### config.mk
export PLATFORM = sky130hd
export DESIGN_NAME = nmi_demux_flat
export DESIGN_NICKNAME = d
export VERILOG_FILES = /design/src/rtl/nmi_demux_if.sv /design/src/rtl/nmi_demux.sv /design/src/flat_wrapper.sv
export SDC_FILE = /design/constraint.sdc
export NUM_CORES = 1
export LEC_CHECK = 0
export ABC_AREA = 1
export CAP_MARGIN = 20
export CORE_AREA = 2 2 147 149
export CTS_CLUSTER_SIZE = 30
export DETAILED_ROUTE_END_ITERATION = 8
export DIE_AREA = 0 0 149 151
export SLEW_MARGIN = 40
export SYNTH_ARGS = -nofsm -noshare
export SYNTH_HDL_FRONTEND = slang
export SYNTH_SLANG_ARGS = --single-unit
### constraint.sdc
create_clock -name clk_i -period 1.1 [get_ports clk_i]
set_input_delay 0.22 -clock clk_i [delete_from_list [all_inputs] [get_ports clk_i]]
set_output_delay 0.22 -clock clk_i [all_outputs]
set_load 0.01 [all_outputs]
### src/rtl/nmi_demux_if.sv
// ---------------------------------------------------------------------------
// nmi_demux_if
// Master-side NMI request/response bus between the core and nmi_demux.
//   m_valid  : request, held by the master until m_ready
//   m_addr   : 32-bit address, [31:24] selects the slave
//   m_wdata  : 32-bit write data
//   m_wstrb  : byte strobes, 4'b0000 means read
//   m_ready  : one-cycle completion pulse
//   m_rdata  : read data, valid with m_ready
//   m_err    : error flag, valid with m_ready
// Modports: master (the core) and slave (the demux).
// ---------------------------------------------------------------------------
interface nmi_demux_if;
    logic        m_valid;
    logic [31:0] m_addr;
    logic [31:0] m_wdata;
    logic [3:0]  m_wstrb;
    logic        m_ready;
    logic [31:0] m_rdata;
    logic        m_err;

    modport master (
        output m_valid, m_addr, m_wdata, m_wstrb,
        input  m_ready, m_rdata, m_err
    );

    modport slave (
        input  m_valid, m_addr, m_wdata, m_wstrb,
        output m_ready, m_rdata, m_err
    );
endinterface

### src/rtl/nmi_demux.sv
// ---------------------------------------------------------------------------
// nmi_demux
// Registered NMI request demultiplexer: one master fans out to NUM_SLV slave
// ports selected by addr[31:24]. Lowest matching slave index wins; a miss
// returns an error response without touching any slave. Slaves flagged in
// FIXLAT_MASK have a fixed one-cycle latency and no ready.
//
// Optional feature macro: NMI_DEMUX_TIMEOUT_EN enables a per-access timeout
// that ends a handshake access with err=1 after TMO_CYC cycles without ready.
//
// Ports:
//   clk_i, rst_i : clock, synchronous active-high reset
//   m            : master bus (nmi_demux_if.slave)
//   s_valid_o    : one-hot slave request
//   s_addr_o     : registered broadcast address
//   s_wdata_o    : registered broadcast write data
//   s_wstrb_o    : registered strobes, zero whenever no slave is requested
//   s_rdata_i    : slave read data, 32-bit slice i for slave i
//   s_ready_i    : slave completion, ignored for fixed-latency slaves
// ---------------------------------------------------------------------------
module nmi_demux #(
    parameter int                      NUM_SLV     = 6,
    parameter logic [NUM_SLV*8-1:0]    SLV_BASE    = '0,
    parameter logic [NUM_SLV-1:0]      FIXLAT_MASK = '0,
    parameter int                      TMO_CYC     = 255
) (
    input  logic                   clk_i,
    input  logic                   rst_i,
    nmi_demux_if.slave             m,
    output logic [NUM_SLV-1:0]     s_valid_o,
    output logic [31:0]            s_addr_o,
    output logic [31:0]            s_wdata_o,
    output logic [3:0]             s_wstrb_o,
    input  logic [NUM_SLV*32-1:0]  s_rdata_i,
    input  logic [NUM_SLV-1:0]     s_ready_i
);

    typedef enum logic [2:0] {
        ST_IDLE    = 3'd0,
        ST_ACCESS  = 3'd1,
        ST_FIXWAIT = 3'd2,
        ST_DECERR  = 3'd3,
        ST_RESP    = 3'd4
    } state_e;

    state_e               state_q,   state_d;
    logic [NUM_SLV-1:0]   sel_q,     sel_d;
    logic [NUM_SLV-1:0]   s_valid_q, s_valid_d;
    logic [31:0]          s_addr_q,  s_addr_d;
    logic [31:0]          s_wdata_q, s_wdata_d;
    logic [3:0]           s_wstrb_q, s_wstrb_d;
    logic                 m_ready_q, m_ready_d;
    logic [31:0]          m_rdata_q, m_rdata_d;
    logic                 m_err_q,   m_err_d;

    logic                 hit_s;
    logic [NUM_SLV-1:0]   dec_sel_s;
    logic                 sel_ready_s;
    logic                 sel_fix_s;
    logic [31:0]          sel_rdata_s;

`ifdef NMI_DEMUX_TIMEOUT_EN
    localparam int TMO_W = (TMO_CYC > 0) ? $clog2(TMO_CYC + 1) : 1;
    logic [TMO_W-1:0]     tmo_cnt_q, tmo_cnt_d;
`else
    // Timeout limit has no function in this build.
    logic                 unused_tmo_s;
    assign unused_tmo_s = TMO_CYC[0];
`endif

    // Address decode: scan high to low so the lowest matching index is kept.
    always_comb begin
        hit_s     = 1'b0;
        dec_sel_s = '0;
        for (int i = NUM_SLV - 1; i >= 0; i--) begin
            if (SLV_BASE[i*8 +: 8] == m.m_addr[31:24]) begin
                hit_s        = 1'b1;
                dec_sel_s    = '0;
                dec_sel_s[i] = 1'b1;
            end else begin
                hit_s     = hit_s;
                dec_sel_s = dec_sel_s;
            end
        end
    end

    // Per-slave view of the latched select: its ready, its latency type, its data.
    always_comb begin
        sel_ready_s = |(s_ready_i & sel_q);
        sel_fix_s   = |(FIXLAT_MASK & sel_q);
        sel_rdata_s = 32'h0000_0000;
        for (int i = 0; i < NUM_SLV; i++) begin
            sel_rdata_s = sel_rdata_s | ({32{sel_q[i]}} & s_rdata_i[i*32 +: 32]);
        end
    end

    // Next-state and next-output logic; outputs are computed for the state
    // being entered so every output comes straight from a flop.
    always_comb begin
        state_d   = state_q;
        sel_d     = sel_q;
        s_valid_d = s_valid_q;
        s_addr_d  = s_addr_q;
        s_wdata_d = s_wdata_q;
        s_wstrb_d = s_wstrb_q;
        m_ready_d = 1'b0;
        m_rdata_d = 32'h0000_0000;
        m_err_d   = 1'b0;
`ifdef NMI_DEMUX_TIMEOUT_EN
        tmo_cnt_d = tmo_cnt_q;
`endif
        case (state_q)
            ST_IDLE: begin
                if (m.m_valid) begin
                    if (hit_s) begin
                        state_d   = ST_ACCESS;
                        sel_d     = dec_sel_s;
                        s_valid_d = dec_sel_s;
                        s_addr_d  = m.m_addr;
                        s_wdata_d = m.m_wdata;
                        s_wstrb_d = m.m_wstrb;
`ifdef NMI_DEMUX_TIMEOUT_EN
                        tmo_cnt_d = '0;
`endif
                    end else begin
                        state_d = ST_DECERR;
                    end
                end else begin
                    state_d = ST_IDLE;
                end
            end
            ST_ACCESS: begin
                // Fixed-latency slaves get exactly one request cycle; their ready is ignored.
                if (sel_fix_s) begin
                    state_d   = ST_FIXWAIT;
                    s_valid_d = '0;
                    s_wstrb_d = 4'b0000;
                end else if (sel_ready_s) begin
                    // A ready in the same cycle the counter expires still wins.
                    state_d   = ST_RESP;
                    s_valid_d = '0;
                    s_wstrb_d = 4'b0000;
                    m_ready_d = 1'b1;
                    m_rdata_d = sel_rdata_s;
                    m_err_d   = 1'b0;
`ifdef NMI_DEMUX_TIMEOUT_EN
                end else if (tmo_cnt_q == TMO_W'(TMO_CYC)) begin
                    state_d   = ST_RESP;
                    s_valid_d = '0;
                    s_wstrb_d = 4'b0000;
                    m_ready_d = 1'b1;
                    m_rdata_d = 32'h0000_0000;
                    m_err_d   = 1'b1;
                end else begin
                    tmo_cnt_d = tmo_cnt_q + TMO_W'(1);
                end
`else
                end else begin
                    state_d = ST_ACCESS;
                end
`endif
            end
            ST_FIXWAIT: begin
                // Fixed-latency data is valid the cycle after the request.
                state_d   = ST_RESP;
                m_ready_d = 1'b1;
                m_rdata_d = sel_rdata_s;
                m_err_d   = 1'b0;
            end
            ST_DECERR: begin
                state_d   = ST_RESP;
                m_ready_d = 1'b1;
                m_rdata_d = 32'h0000_0000;
                m_err_d   = 1'b1;
            end
            ST_RESP: begin
                state_d = ST_IDLE;
            end
            default: begin
                state_d   = ST_IDLE;
                s_valid_d = '0;
                s_wstrb_d = 4'b0000;
            end
        endcase
    end

    // State and output registers with synchronous reset.
    always_ff @(posedge clk_i) begin
        if (rst_i) begin
            state_q   <= ST_IDLE;
            sel_q     <= '0;
            s_valid_q <= '0;
            s_addr_q  <= 32'h0000_0000;
            s_wdata_q <= 32'h0000_0000;
            s_wstrb_q <= 4'b0000;
            m_ready_q <= 1'b0;
            m_rdata_q <= 32'h0000_0000;
            m_err_q   <= 1'b0;
`ifdef NMI_DEMUX_TIMEOUT_EN
            tmo_cnt_q <= '0;
`endif
        end else begin
            state_q   <= state_d;
            sel_q     <= sel_d;
            s_valid_q <= s_valid_d;
            s_addr_q  <= s_addr_d;
            s_wdata_q <= s_wdata_d;
            s_wstrb_q <= s_wstrb_d;
            m_ready_q <= m_ready_d;
            m_rdata_q <= m_rdata_d;
            m_err_q   <= m_err_d;
`ifdef NMI_DEMUX_TIMEOUT_EN
            tmo_cnt_q <= tmo_cnt_d;
`endif
        end
    end

    assign s_valid_o = s_valid_q;
    assign s_addr_o  = s_addr_q;
    assign s_wdata_o = s_wdata_q;
    assign s_wstrb_o = s_wstrb_q;
    assign m.m_ready = m_ready_q;
    assign m.m_rdata = m_rdata_q;
    assign m.m_err   = m_err_q;

endmodule

### src/flat_wrapper.sv
// flat-port wrapper written by rule: the top's interface ports become plain ports
module nmi_demux_flat 
#(
    parameter int                      NUM_SLV     = 6,
    parameter logic [NUM_SLV*8-1:0]    SLV_BASE    = '0,
    parameter logic [NUM_SLV-1:0]      FIXLAT_MASK = '0,
    parameter int                      TMO_CYC     = 255
)
  (clk_i, rst_i, s_valid_o, s_addr_o, s_wdata_o, s_wstrb_o, s_rdata_i, s_ready_i, m_m_valid, m_m_addr, m_m_wdata, m_m_wstrb, m_m_ready, m_m_rdata, m_m_err);
  nmi_demux_if m_i ();
  input  logic clk_i;
  input  logic rst_i;
  output logic [NUM_SLV-1:0] s_valid_o;
  output logic [31:0] s_addr_o;
  output logic [31:0] s_wdata_o;
  output logic [3:0] s_wstrb_o;
  input  logic [NUM_SLV*32-1:0] s_rdata_i;
  input  logic [NUM_SLV-1:0] s_ready_i;
  input wire logic [$bits(m_i.m_valid)-1:0] m_m_valid;
  input wire logic [$bits(m_i.m_addr)-1:0] m_m_addr;
  input wire logic [$bits(m_i.m_wdata)-1:0] m_m_wdata;
  input wire logic [$bits(m_i.m_wstrb)-1:0] m_m_wstrb;
  output wire logic [$bits(m_i.m_ready)-1:0] m_m_ready;
  output wire logic [$bits(m_i.m_rdata)-1:0] m_m_rdata;
  output wire logic [$bits(m_i.m_err)-1:0] m_m_err;
  assign m_i.m_valid = m_m_valid;
  assign m_i.m_addr = m_m_addr;
  assign m_i.m_wdata = m_m_wdata;
  assign m_i.m_wstrb = m_m_wstrb;
  assign m_m_ready = m_i.m_ready;
  assign m_m_rdata = m_i.m_rdata;
  assign m_m_err = m_i.m_err;
  nmi_demux #(.NUM_SLV(NUM_SLV), .SLV_BASE(SLV_BASE), .FIXLAT_MASK(FIXLAT_MASK), .TMO_CYC(TMO_CYC)) u_core (.clk_i(clk_i), .rst_i(rst_i), .m(m_i), .s_valid_o(s_valid_o), .s_addr_o(s_addr_o), .s_wdata_o(s_wdata_o), .s_wstrb_o(s_wstrb_o), .s_rdata_i(s_rdata_i), .s_ready_i(s_ready_i));
endmodule
## Yosys cells after proc, flatten, opt, wreduce, memory -nomap -nowiden

Index checks and enable logic that the tools add are counted.

| operators by class | value |
|---|---|
| eq/ne operators | 7 |
| muxes and demuxes | 19 |
| bitwise operators | 13 |
| reductions and logical operators | 7 |

Operators by type and width:

| operator | count |
|---|---|
| bitwise AND 32 bit | 6 |
| bitwise OR 32 bit | 5 |
| case mux 32 bit (2 select lines) | 1 |
| 2-to-1 mux 32 bit | 1 |
| 2-to-1 mux 6 bit | 3 |
| case mux 6 bit (3 select lines) | 1 |
| 2-to-1 mux 4 bit | 3 |
| case mux 4 bit (3 select lines) | 1 |
| case mux 3 bit (3 select lines) | 1 |
| logical NOT 8 bit | 1 |
| bitwise AND 6 bit | 1 |
| equality test 3 x 2 -> 1 bit (second input constant) | 2 |
| OR reduction 6 bit | 1 |
| 2-to-1 mux 1 bit | 4 |
| 2-to-1 mux 2 bit | 2 |
| != test 2 x 1 -> 1 bit (second input constant) | 2 |
| AND reduction 4 bit | 1 |
| equality test 3 x 1 -> 1 bit (second input constant) | 1 |
| equality test 3 bit (second input constant) | 1 |
| logical NOT 3 bit | 1 |
| 2-to-1 mux 3 bit | 1 |
| AND reduction 3 bit | 1 |
| OR reduction 3 bit | 1 |
| != test 2 bit (second input constant) | 1 |
| other kinds (3) | 3 |

| storage, ports and cells | value |
|---|---|
| flip-flop bits (word level) | 117 |
| input port bits | 269 |
| output and inout port bits | 108 |
| logic and storage cells | 55 |

## Depth between registers and ports, before layout

Gate-level depths: netlist (run 1).

| depth | value |
|---|---|
| word-level depth | 8 |
| depth in mapped cells | 8 |
| depth with buffers taken out | 8 |

## Worst setup path before layout (run 1)

OpenSTA, ideal clock, no wires.

| timing path | value |
|---|---|
| path kind | reg-to-reg |
| start | register u_core.state_q[2] |
| end | register u_core.s_addr_q[14], in the netlist u_core.s_addr_o[14] |
| setup time | 115 ps |
| data arrival time | 1101 ps |
| required time | 985 ps |
| path slack | -116 ps |
| cell stages (with the launch flop) | 9 |
| buffers on the path | 2 |
| cells stage by stage | dfxtp_1 > inv_2 > nand2_1 > nor3_2 > nand2_1 > buf_6 > buf_6 > o21ai_1 > nor2_1 |

| on the way | value |
|---|---|
| longest elaborated chain between the ends | 2 |

RTL lines:

| element | RTL line | text |
|---|---|---|
| start, declared | nmi_demux.sv:46 | `state_e state_q, state_d;` |
| start signal, assigned | nmi_demux.sv:203 | `state_q <= state_d;` |
| logical NOT 3 bit | nmi_demux.sv:112 | `case (state_q)` |
| AND reduction 3 bit (no source line) | -- |  |
| end signal, assigned | nmi_demux.sv:206 | `s_addr_q <= s_addr_d;` |
| end, declared | nmi_demux.sv:49 | `logic [31:0] s_addr_q, s_addr_d;` |

Every way passes these cells.
A chain may end at the register's enable or synchronous reset.

## Worst setup path after layout (run 1)

| timing path | value |
|---|---|
| start | input port m_m_valid |
| end | register u_core.s_wdata_q[12], in the netlist u_core.s_wdata_o[12] |

| on the way | value |
|---|---|
| longest elaborated chain between the ends | 1 |

RTL lines:

| element | RTL line | text |
|---|---|---|
| start, declared | flat_wrapper.sv:19 | `input wire logic [$bits(m_i.m_valid)-1:0] m_m_valid;` |
| AND reduction 3 bit (no source line) | -- |  |
| end signal, assigned | nmi_demux.sv:207 | `s_wdata_q <= s_wdata_d;` |
| end, declared | nmi_demux.sv:50 | `logic [31:0] s_wdata_q, s_wdata_d;` |

Every way passes these cells.

==> summary.log, run 1 <==
qor: placed_design.dp_worst_setup_slack -637 ps
qor: synthesis.synth_warnings 0
qor: clock_tree.numCtsBuffers 9
qor: synthesis.synth_cell_types 20
qor: worst_setup_path.worst_setup_path_end_kind flop
qor: worst_setup_path.cp_data_arrival_time 1620 ps
qor: worst_setup_path.worst-path-buf-inv 3
qor: placed_design.globalplace.congestion 0.736
qor: pwr.fin_total_pwr 8860 uW
qor: timing.report.final.hold_viol_count 0
qor: grt.global_route.usage.total 0.122
qor: clock_tree.cts_tree built
qor: worst_hold_path.hold_path_class input port to flop
qor: grt.grt_most_used_layer met2
qor: worst_setup_path.path_delay_family buffers and inverters
qor: route.drc 0
qor: job.timing.max_cap.violations 0
qor: grt.gr-usage-met2 0.192
qor: worst_setup_path.path_max_fanout 6
qor: route.first_pass_iteration_count_of_the_detailed_router 4
qor: synthesis.syn_area_per_cell 8.20 um^2
qor: worst_setup_path.timing.rr.start u_core.state_q[2]$_SDFF_PP0_
qor: synthesis.ys_ff_latch 107
qor: grt.overflow 0
qor: timing.final.setup_skew 5.57 ps
qor: worst_setup_path.worst_r2r_end u_core.s_wdata_o[12]$_SDFFE_PP0P_
qor: status.failing_checks setup timing
qor: route.wire_per_inst 15.0 um
qor: worst_setup_path.cp_cell_sequence clkdlybuf4s50_1 -> nand2_4 -> nor3_4 -> nand2_4 -> buf_6 -> clkbuf_16 -> o21ai_2 -> nor2_1
qor: worst_setup_path.crit_path_max_incr_delay 520 ps
qor: worst_setup_path.r2r_cells 8
qor: worst_setup_path.critical_path_required 1340 ps
qor: route.drt_wl_total 14.8 mm
qor: floorplan.core-area 20800 um^2
qor: worst_setup_path.timing_worst_setup_path_type input port to flop
qor: floorplan.rows 53
qor: grt.grt_first_pass_wirelength 21.0 mm
qor: clock_tree.maximum_clock_insertion_buffer_count 2
qor: worst_setup_path.most_common_cell_type_on_the_critical_path sky130_fd_sc_hd__nand2_4
qor: synthesis.yosysSeqAreaShare 0.572
qor: clock_tree.cts-root-buf sky130_fd_sc_hd__clkbuf_16
qor: timing.finalWorstSetupSlack -281 ps
qor: grt.maximum_number_of_pins_on_one_net_before_global_route_repair 51
qor: timing.max_clock_freq 724 MHz
qor: cells_and_area.layout-drive-gt1-share 0.453
qor: placed_design.port_buffers 206
qor: pwr.power-per-cell-area 1230 nW/um^2
qor: grt.antenna_violations_before_repair 0
qor: worst_setup_path.timing.critical_path.depth 8
qor: floorplan.initial_utilization 0.180
qor: route.avgViaCountPerCell 3.98
qor: cells_and_area.num_antenna_cells 0
qor: floorplan.die_area 22500 um^2
qor: pwr.vdd_ir_drop_max 546 uV
qor: worst_hold_path.number_of_instances_on_the_worst_hold_path 3
qor: clock_tree.htree_num_levels 3
qor: worst_setup_path.regToRegSetupSlack -260 ps
qor: floorplan.floorplan.die.height 151 um
qor: floorplan.num_io_pins 377
qor: timing.final-max-slew-violation-count 0
qor: worst_setup_path.worstSetupEndpoint u_core.s_wdata_o[12]$_SDFFE_PP0P_
qor: floorplan.fp.dieW 149 um
qor: cells_and_area.final_nets 978
qor: placed_design.dp.final_hpwl 9.58 mm
qor: pwr.leakage 0.00306 uW
qor: route.vias 3935
qor: clock_tree.clk_transition_reported_paths 70 ps
qor: worst_setup_path.cp_slowest_cell sky130_fd_sc_hd__clkdlybuf4s50_1
qor: synthesis.post_synth_instance_area 3750 um^2
qor: clock_tree.clk_latency 350 ps
qor: worst_setup_path.worst_setup_path_startpoint m_m_valid
qor: timing.finalCritPeriodShare 1.26
qor: route.drt.antenna.violating_nets 0
qor: synthesis.gate_count_of_the_mapped_netlist 457
qor: status.status complete, but fails checks
qor: clock_tree.cts_hold_buf 0
qor: timing.final_number_of_setup_violating_endpoints 106
qor: grt.first_global_vias 3730
qor: grt.groute.layer.met1.usage 0.143
qor: grt.gr-usage-met3 0.0720
qor: timing.final_period_minus_worst_setup_slack 1380 ps
qor: route.drt_iter0_markers 77
qor: cells_and_area.syn2layout_area_growth 92.8%
qor: timing.unrepaired_setup_endpoints_after_global_routing true
qor: clock_tree.cts.sink_count 107
qor: worst_setup_path.cp-start-kind input port
[placed cells by master, fill, tap and decap left out, types with 2 or more instances in the layout]
| cell | synthesis | layout |
|---|---|---|
| sky130_fd_sc_hd__dfxtp_2 | 0 | 37 |
| sky130_fd_sc_hd__buf_4 | 13 | 36 |
| sky130_fd_sc_hd__nand2_4 | 0 | 5 |
| sky130_fd_sc_hd__clkdlybuf4s50_1 | 0 | 103 |
| sky130_fd_sc_hd__buf_6 | 6 | 25 |
| sky130_fd_sc_hd__conb_1 | 1 | 5 |
| sky130_fd_sc_hd__o21ai_1 | 42 | 11 |
| sky130_fd_sc_hd__clkbuf_16 | 0 | 16 |
| sky130_fd_sc_hd__inv_2 | 1 | 3 |
| sky130_fd_sc_hd__o21ai_0 | 15 | 13 |
| sky130_fd_sc_hd__nand3_4 | 0 | 2 |
| sky130_fd_sc_hd__dfxtp_1 | 107 | 68 |
| sky130_fd_sc_hd__nor2_2 | 2 | 4 |
| sky130_fd_sc_hd__inv_1 | 11 | 10 |
| sky130_fd_sc_hd__a21oi_1 | 63 | 35 |
| sky130_fd_sc_hd__nor2_1 | 101 | 94 |
| sky130_fd_sc_hd__nand2_2 | 0 | 7 |
| sky130_fd_sc_hd__nand2_1 | 58 | 45 |
| sky130_fd_sc_hd__nand3_1 | 15 | 5 |
| sky130_fd_sc_hd__a21oi_2 | 0 | 28 |
| sky130_fd_sc_hd__buf_8 | 0 | 3 |
| sky130_fd_sc_hd__dfxtp_4 | 0 | 2 |
| sky130_fd_sc_hd__nor2_4 | 0 | 6 |
| sky130_fd_sc_hd__buf_16 | 0 | 4 |
| sky130_fd_sc_hd__nand3_2 | 0 | 8 |
| sky130_fd_sc_hd__buf_2 | 9 | 82 |
| sky130_fd_sc_hd__clkinvlp_4 | 0 | 3 |
| sky130_fd_sc_hd__buf_12 | 0 | 13 |
| sky130_fd_sc_hd__o21ai_2 | 1 | 33 |
[power breakdown]
group	internal [uW]	switching, uW	total [uW]
Clock	1760	1490	3250
Sequential	3920	39.0	3960
Combinational	942	708	1650
Total	6620	2240	8860
[sequential cells by signal, indices dropped and copies added (netlist names)]
name and cells:
u_core.s_wstrb_o 4, u_core.m.m_rdata 32, u_core.m.m_ready 1, u_core.sel_q 1, u_core.s_valid_o 1, u_core.s_wdata_o 32
u_core.s_addr_o 32, u_core.m.m_err 1, u_core.state_q 3
[logic make-up (layout without fill, tap and decap cells)]
logic type             Yosys count  in the layout  share of synthesized area
and+or+nand+nor                178            179                      0.187
AOI/OAI and AO/OA              121            121                      0.163
DFF                            107            107                      0.572
buffers and inverters           50            301                     0.0781
other                            1              5                    0.00100
[worst min-delay path: cells and delay by family]
kind | cells | cell delay (ps)
AND/OR/NAND/NOR | 2 | 90
buffers and inverters | 1 | 400
[synth_stat cells]
cell                       instances  share of area
sky130_fd_sc_hd__buf_6             6          0.018
sky130_fd_sc_hd__nor2_2            2         0.0033
sky130_fd_sc_hd__nor3_2            1         0.0027
sky130_fd_sc_hd__buf_4            13          0.026
sky130_fd_sc_hd__clkbuf_1          8         0.0080
sky130_fd_sc_hd__nor3_1            1         0.0013
sky130_fd_sc_hd__nor2_1          101           0.10
sky130_fd_sc_hd__o21ai_2           1         0.0023
sky130_fd_sc_hd__nand3_1          15          0.020
sky130_fd_sc_hd__clkinv_1          1         0.0010
sky130_fd_sc_hd__nand2_1          58          0.058
sky130_fd_sc_hd__conb_1            1         0.0010
sky130_fd_sc_hd__dfxtp_1         107           0.57
sky130_fd_sc_hd__o21ai_1          42          0.056
sky130_fd_sc_hd__buf_1             1         0.0010
sky130_fd_sc_hd__a21oi_1          63          0.084
sky130_fd_sc_hd__inv_1            11          0.011
sky130_fd_sc_hd__buf_2             9          0.012
sky130_fd_sc_hd__o21ai_0          15          0.020
sky130_fd_sc_hd__inv_2             1         0.0010
[metrics by stage]
step	cell area (um^2)	hold WS [ps]	setup TNS, ps	utilization	cells
floorplan	3780	289	-3880	-	461
CTS	6610	381	-18490	0.318	973
finish	7220	404	-20780	0.347	988
global placement	6370	438	-49450	0.306	943
detailed placement	6370	445	-50470	0.306	943
global route	7220	382	-27720	0.347	988
[metal layers]
layer | vias to the layer above | routed length (um)
li1 | 1975 | -
met1 | 1770 | 6040
met2 | 179 | 6650
met3 | 11 | 2020
met4 | 0 | 136
met5 | - | 0
[what timing repair did]
| action | 4_1_cts | 5_1_grt |
|---|---|---|
| endpoints found under the setup margin | 205 | 127 |
| buffers inserted | 10 | 10 |
| pin swaps | 11 | 63 |
| gates resized for setup | 501 | 115 |
| gates cloned | 6 | 8 |
[area by class of cell]
type | instances | area, um^2
inverters | 13 | 48.8
flip-flops and latches | 107 | 2200
well taps | 275 | 344
fillers | 2211 | 13600
clock inverters | 6 | 66.3
repair buffers | 273 | 2580
clock buffers | 9 | 225
multi-input cells | 305 | 1760
[how the worst min path moves through the flow]
stage	start	endpoint
after floorplan	rst_i	u_core.m.m_ready$_SDFF_PP0_
final	s_rdata_i[22]	u_core.m.m_rdata[22]$_SDFF_PP0_
after global routing	s_rdata_i[30]	u_core.m.m_rdata[30]$_SDFF_PP0_
after detailed placement	u_core.s_addr_o[25]$_SDFFE_PP0P_	u_core.s_addr_o[25]$_SDFFE_PP0P_
after CTS	s_rdata_i[18]	u_core.m.m_rdata[18]$_SDFF_PP0_
after global placement	u_core.s_addr_o[24]$_SDFFE_PP0P_	u_core.s_addr_o[24]$_SDFFE_PP0P_
Power figures use the tool's default switching activity.
==> run 2, diff against run 1 <==
--- a/config.mk
+++ b/config.mk
@@ -11,6 +11,7 @@
 export CTS_CLUSTER_SIZE = 30
 export DETAILED_ROUTE_END_ITERATION = 8
 export DIE_AREA = 0 0 149 151
+export MAX_ROUTING_LAYER = met4
 export SLEW_MARGIN = 40
 export SYNTH_ARGS = -nofsm -noshare
 export SYNTH_HDL_FRONTEND = slang
==> summary.log, run 2 (synthesis results as in run 1) <==
qor: status.status complete, but fails checks
qor: status.failing_checks setup timing
qor: timing.finalCritPeriodShare 1.25
qor: cells_and_area.design_area 7220 um^2
qor: floorplan.floorplan.die.height 151 um
qor: timing.final.setup_skew 6.37 ps
qor: worst_setup_path.worst_setup_path_startpoint m_m_valid
qor: placed_design.dp.final_hpwl 9.58 mm
qor: pwr.power-per-cell-area 1220 nW/um^2
qor: route.first_pass_iteration_count_of_the_detailed_router 4
qor: cells_and_area.fillerInstances 2208
qor: timing.final-max-slew-violation-count 0
qor: cells_and_area.utilization 0.347
qor: placed_design.port_buffers 206
qor: route.drc 0
qor: grt.maximum_number_of_pins_on_one_net_before_global_route_repair 51
qor: worst_hold_path.hold_path_class input port to flop
qor: floorplan.num_io_pins 377
qor: timing.max_clock_freq 725 MHz
qor: job.timing.max_cap.violations 0
qor: route.wire_per_inst 15.0 um
qor: floorplan.core-area 20800 um^2
qor: pwr.leakage 0.00307 uW
qor: floorplan.die_area 22500 um^2
qor: timing.report.final.hold_viol_count 0
qor: cells_and_area.final_nets 979
qor: worst_setup_path.critical_path_required 1340 ps
qor: clock_tree.clk_latency 350 ps
qor: grt.antenna_violations_before_repair 0
qor: floorplan.initial_utilization 0.180
qor: route.avgViaCountPerCell 3.99
qor: worst_setup_path.path_max_fanout 6
qor: placed_design.globalplace.congestion 0.745
qor: clock_tree.cts.sink_count 107
qor: timing.final_number_of_setup_violating_endpoints 106
qor: floorplan.rows 53
qor: pwr.vdd_ir_drop_max 546 uV
qor: timing.finalWorstSetupSlack -280 ps
qor: clock_tree.cts-root-buf sky130_fd_sc_hd__clkbuf_16
qor: worst_hold_path.hold_path.startpoint s_rdata_i[24]
qor: clock_tree.cts_hold_buf 0
qor: route.drt_iter0_markers 83
qor: worst_setup_path.cp-start-kind input port
qor: grt.first_global_vias 3750
qor: cells_and_area.num_antenna_cells 0
qor: grt.global_route.usage.total 0.126
qor: clock_tree.numCtsBuffers 9
qor: clock_tree.clk_transition_reported_paths 70 ps
qor: cells_and_area.layout.area.seq 2200 um^2
qor: worst_setup_path.timing_worst_setup_path_type input port to flop
qor: floorplan.fp.dieW 149 um
qor: cells_and_area.multiInputGateArea 1760 um^2
qor: clock_tree.htree_num_levels 3
qor: timing.tns -20740 ps
qor: grt.overflow 0
qor: timing.final_period_minus_worst_setup_slack 1380 ps
qor: worst_setup_path.worst_setup_path_end_kind flop
qor: cells_and_area.layout-drive-gt1-share 0.454
qor: route.drt.antenna.violating_nets 0
qor: clock_tree.cts_tree built
qor: cells_and_area.mostFrequentLayoutCell sky130_fd_sc_hd__clkdlybuf4s50_1
qor: route.drt_wl_total 14.8 mm
qor: cells_and_area.syn2layout_area_growth 92.8%
qor: timing.unrepaired_setup_endpoints_after_global_routing true
qor: route.vias 3949
qor: clock_tree.maximum_clock_insertion_buffer_count 2
qor: cells_and_area.most-common-layout-cells 103 x sky130_fd_sc_hd__clkdlybuf4s50_1, 94 x sky130_fd_sc_hd__nor2_1, 82 x sky130_fd_sc_hd__buf_2, 68 x sky130_fd_sc_hd__dfxtp_1, 45 x sky130_fd_sc_hd__nand2_1
qor: placed_design.placed_area 6370 um^2
qor: worst_setup_path.cp_data_arrival_time 1620 ps
qor: grt.grt_first_pass_wirelength 20.9 mm
qor: worst_setup_path.timing.rr.start u_core.state_q[2]$_SDFF_PP0_
[run 2: final cells by class]
class / instances / area share
Clock buffer: 9 / 0.0312
Tap cell: 275 / 0.0476
Timing Repair Buffer: 274 / 0.358
Sequential cell: 107 / 0.304
Multi-Input combinational cell: 305 / 0.244
Inverter: 13 / 0.00675
Clock inverter: 6 / 0.00918
[run 2: timing repair]
item	4_1_cts	5_1_grt
cloned	6	8
pin swaps	11	63
gates resized for setup	501	114
hold endpoints to repair	0	0
setup buffers	10	11
endpoints found under the setup margin	205	128
[run 2: final timing paths]
check | end | slack [ps] | depth (start not counted)
max | u_core.s_wdata_o[12]$_SDFFE_PP0P_ | -280 | 8
min | u_core.m.m_rdata[24]$_SDFF_PP0_ | 400 | 3
max reg2reg | u_core.s_wdata_o[12]$_SDFFE_PP0P_ | -260 | 8
min reg2reg | u_core.s_addr_o[24]$_SDFFE_PP0P_ | 440 | 2
[run 2: worst max-delay path, stage by stage]
cell and delay, ps:
sky130_fd_sc_hd__clkdlybuf4s50_1 530, sky130_fd_sc_hd__nand2_4 70, sky130_fd_sc_hd__nor3_4 200, sky130_fd_sc_hd__nand2_4 110, sky130_fd_sc_hd__buf_6 150, sky130_fd_sc_hd__clkbuf_16 160, sky130_fd_sc_hd__o21ai_2 130, sky130_fd_sc_hd__nor2_1 50
[run 2: layer usage]
layer,vias to the layer above,GRT usage,part of all wire
met1,1774,0.145,0.41
met5,-,-,0
li1,1979,-,-
met4,0,0.0286,0.0094
met2,186,0.191,0.45
met3,10,0.0687,0.13
[run 2: stage by stage]
stage / hold WS [ps] / setup slack, ps / cells / total power, uW
final: 404 / -280 / 989 / 8840
after global routing: 382 / -344 / 989 / 9240
after floorplan: 289 / -83.9 / 461 / 4460
after detailed placement: 445 / -637 / 943 / 5100
after CTS: 381 / -255 / 973 / 8720
after global placement: 438 / -611 / 943 / 5100
[run 2: where the power goes]
part / internal (uW) / leakage (uW) / switching, uW
Clock: 1760 / 0.000134 / 1480
Sequential: 3920 / 0.000883 / 39.0
Combinational: 941 / 0.00205 / 702
Total: 6620 / 0.00307 / 2220
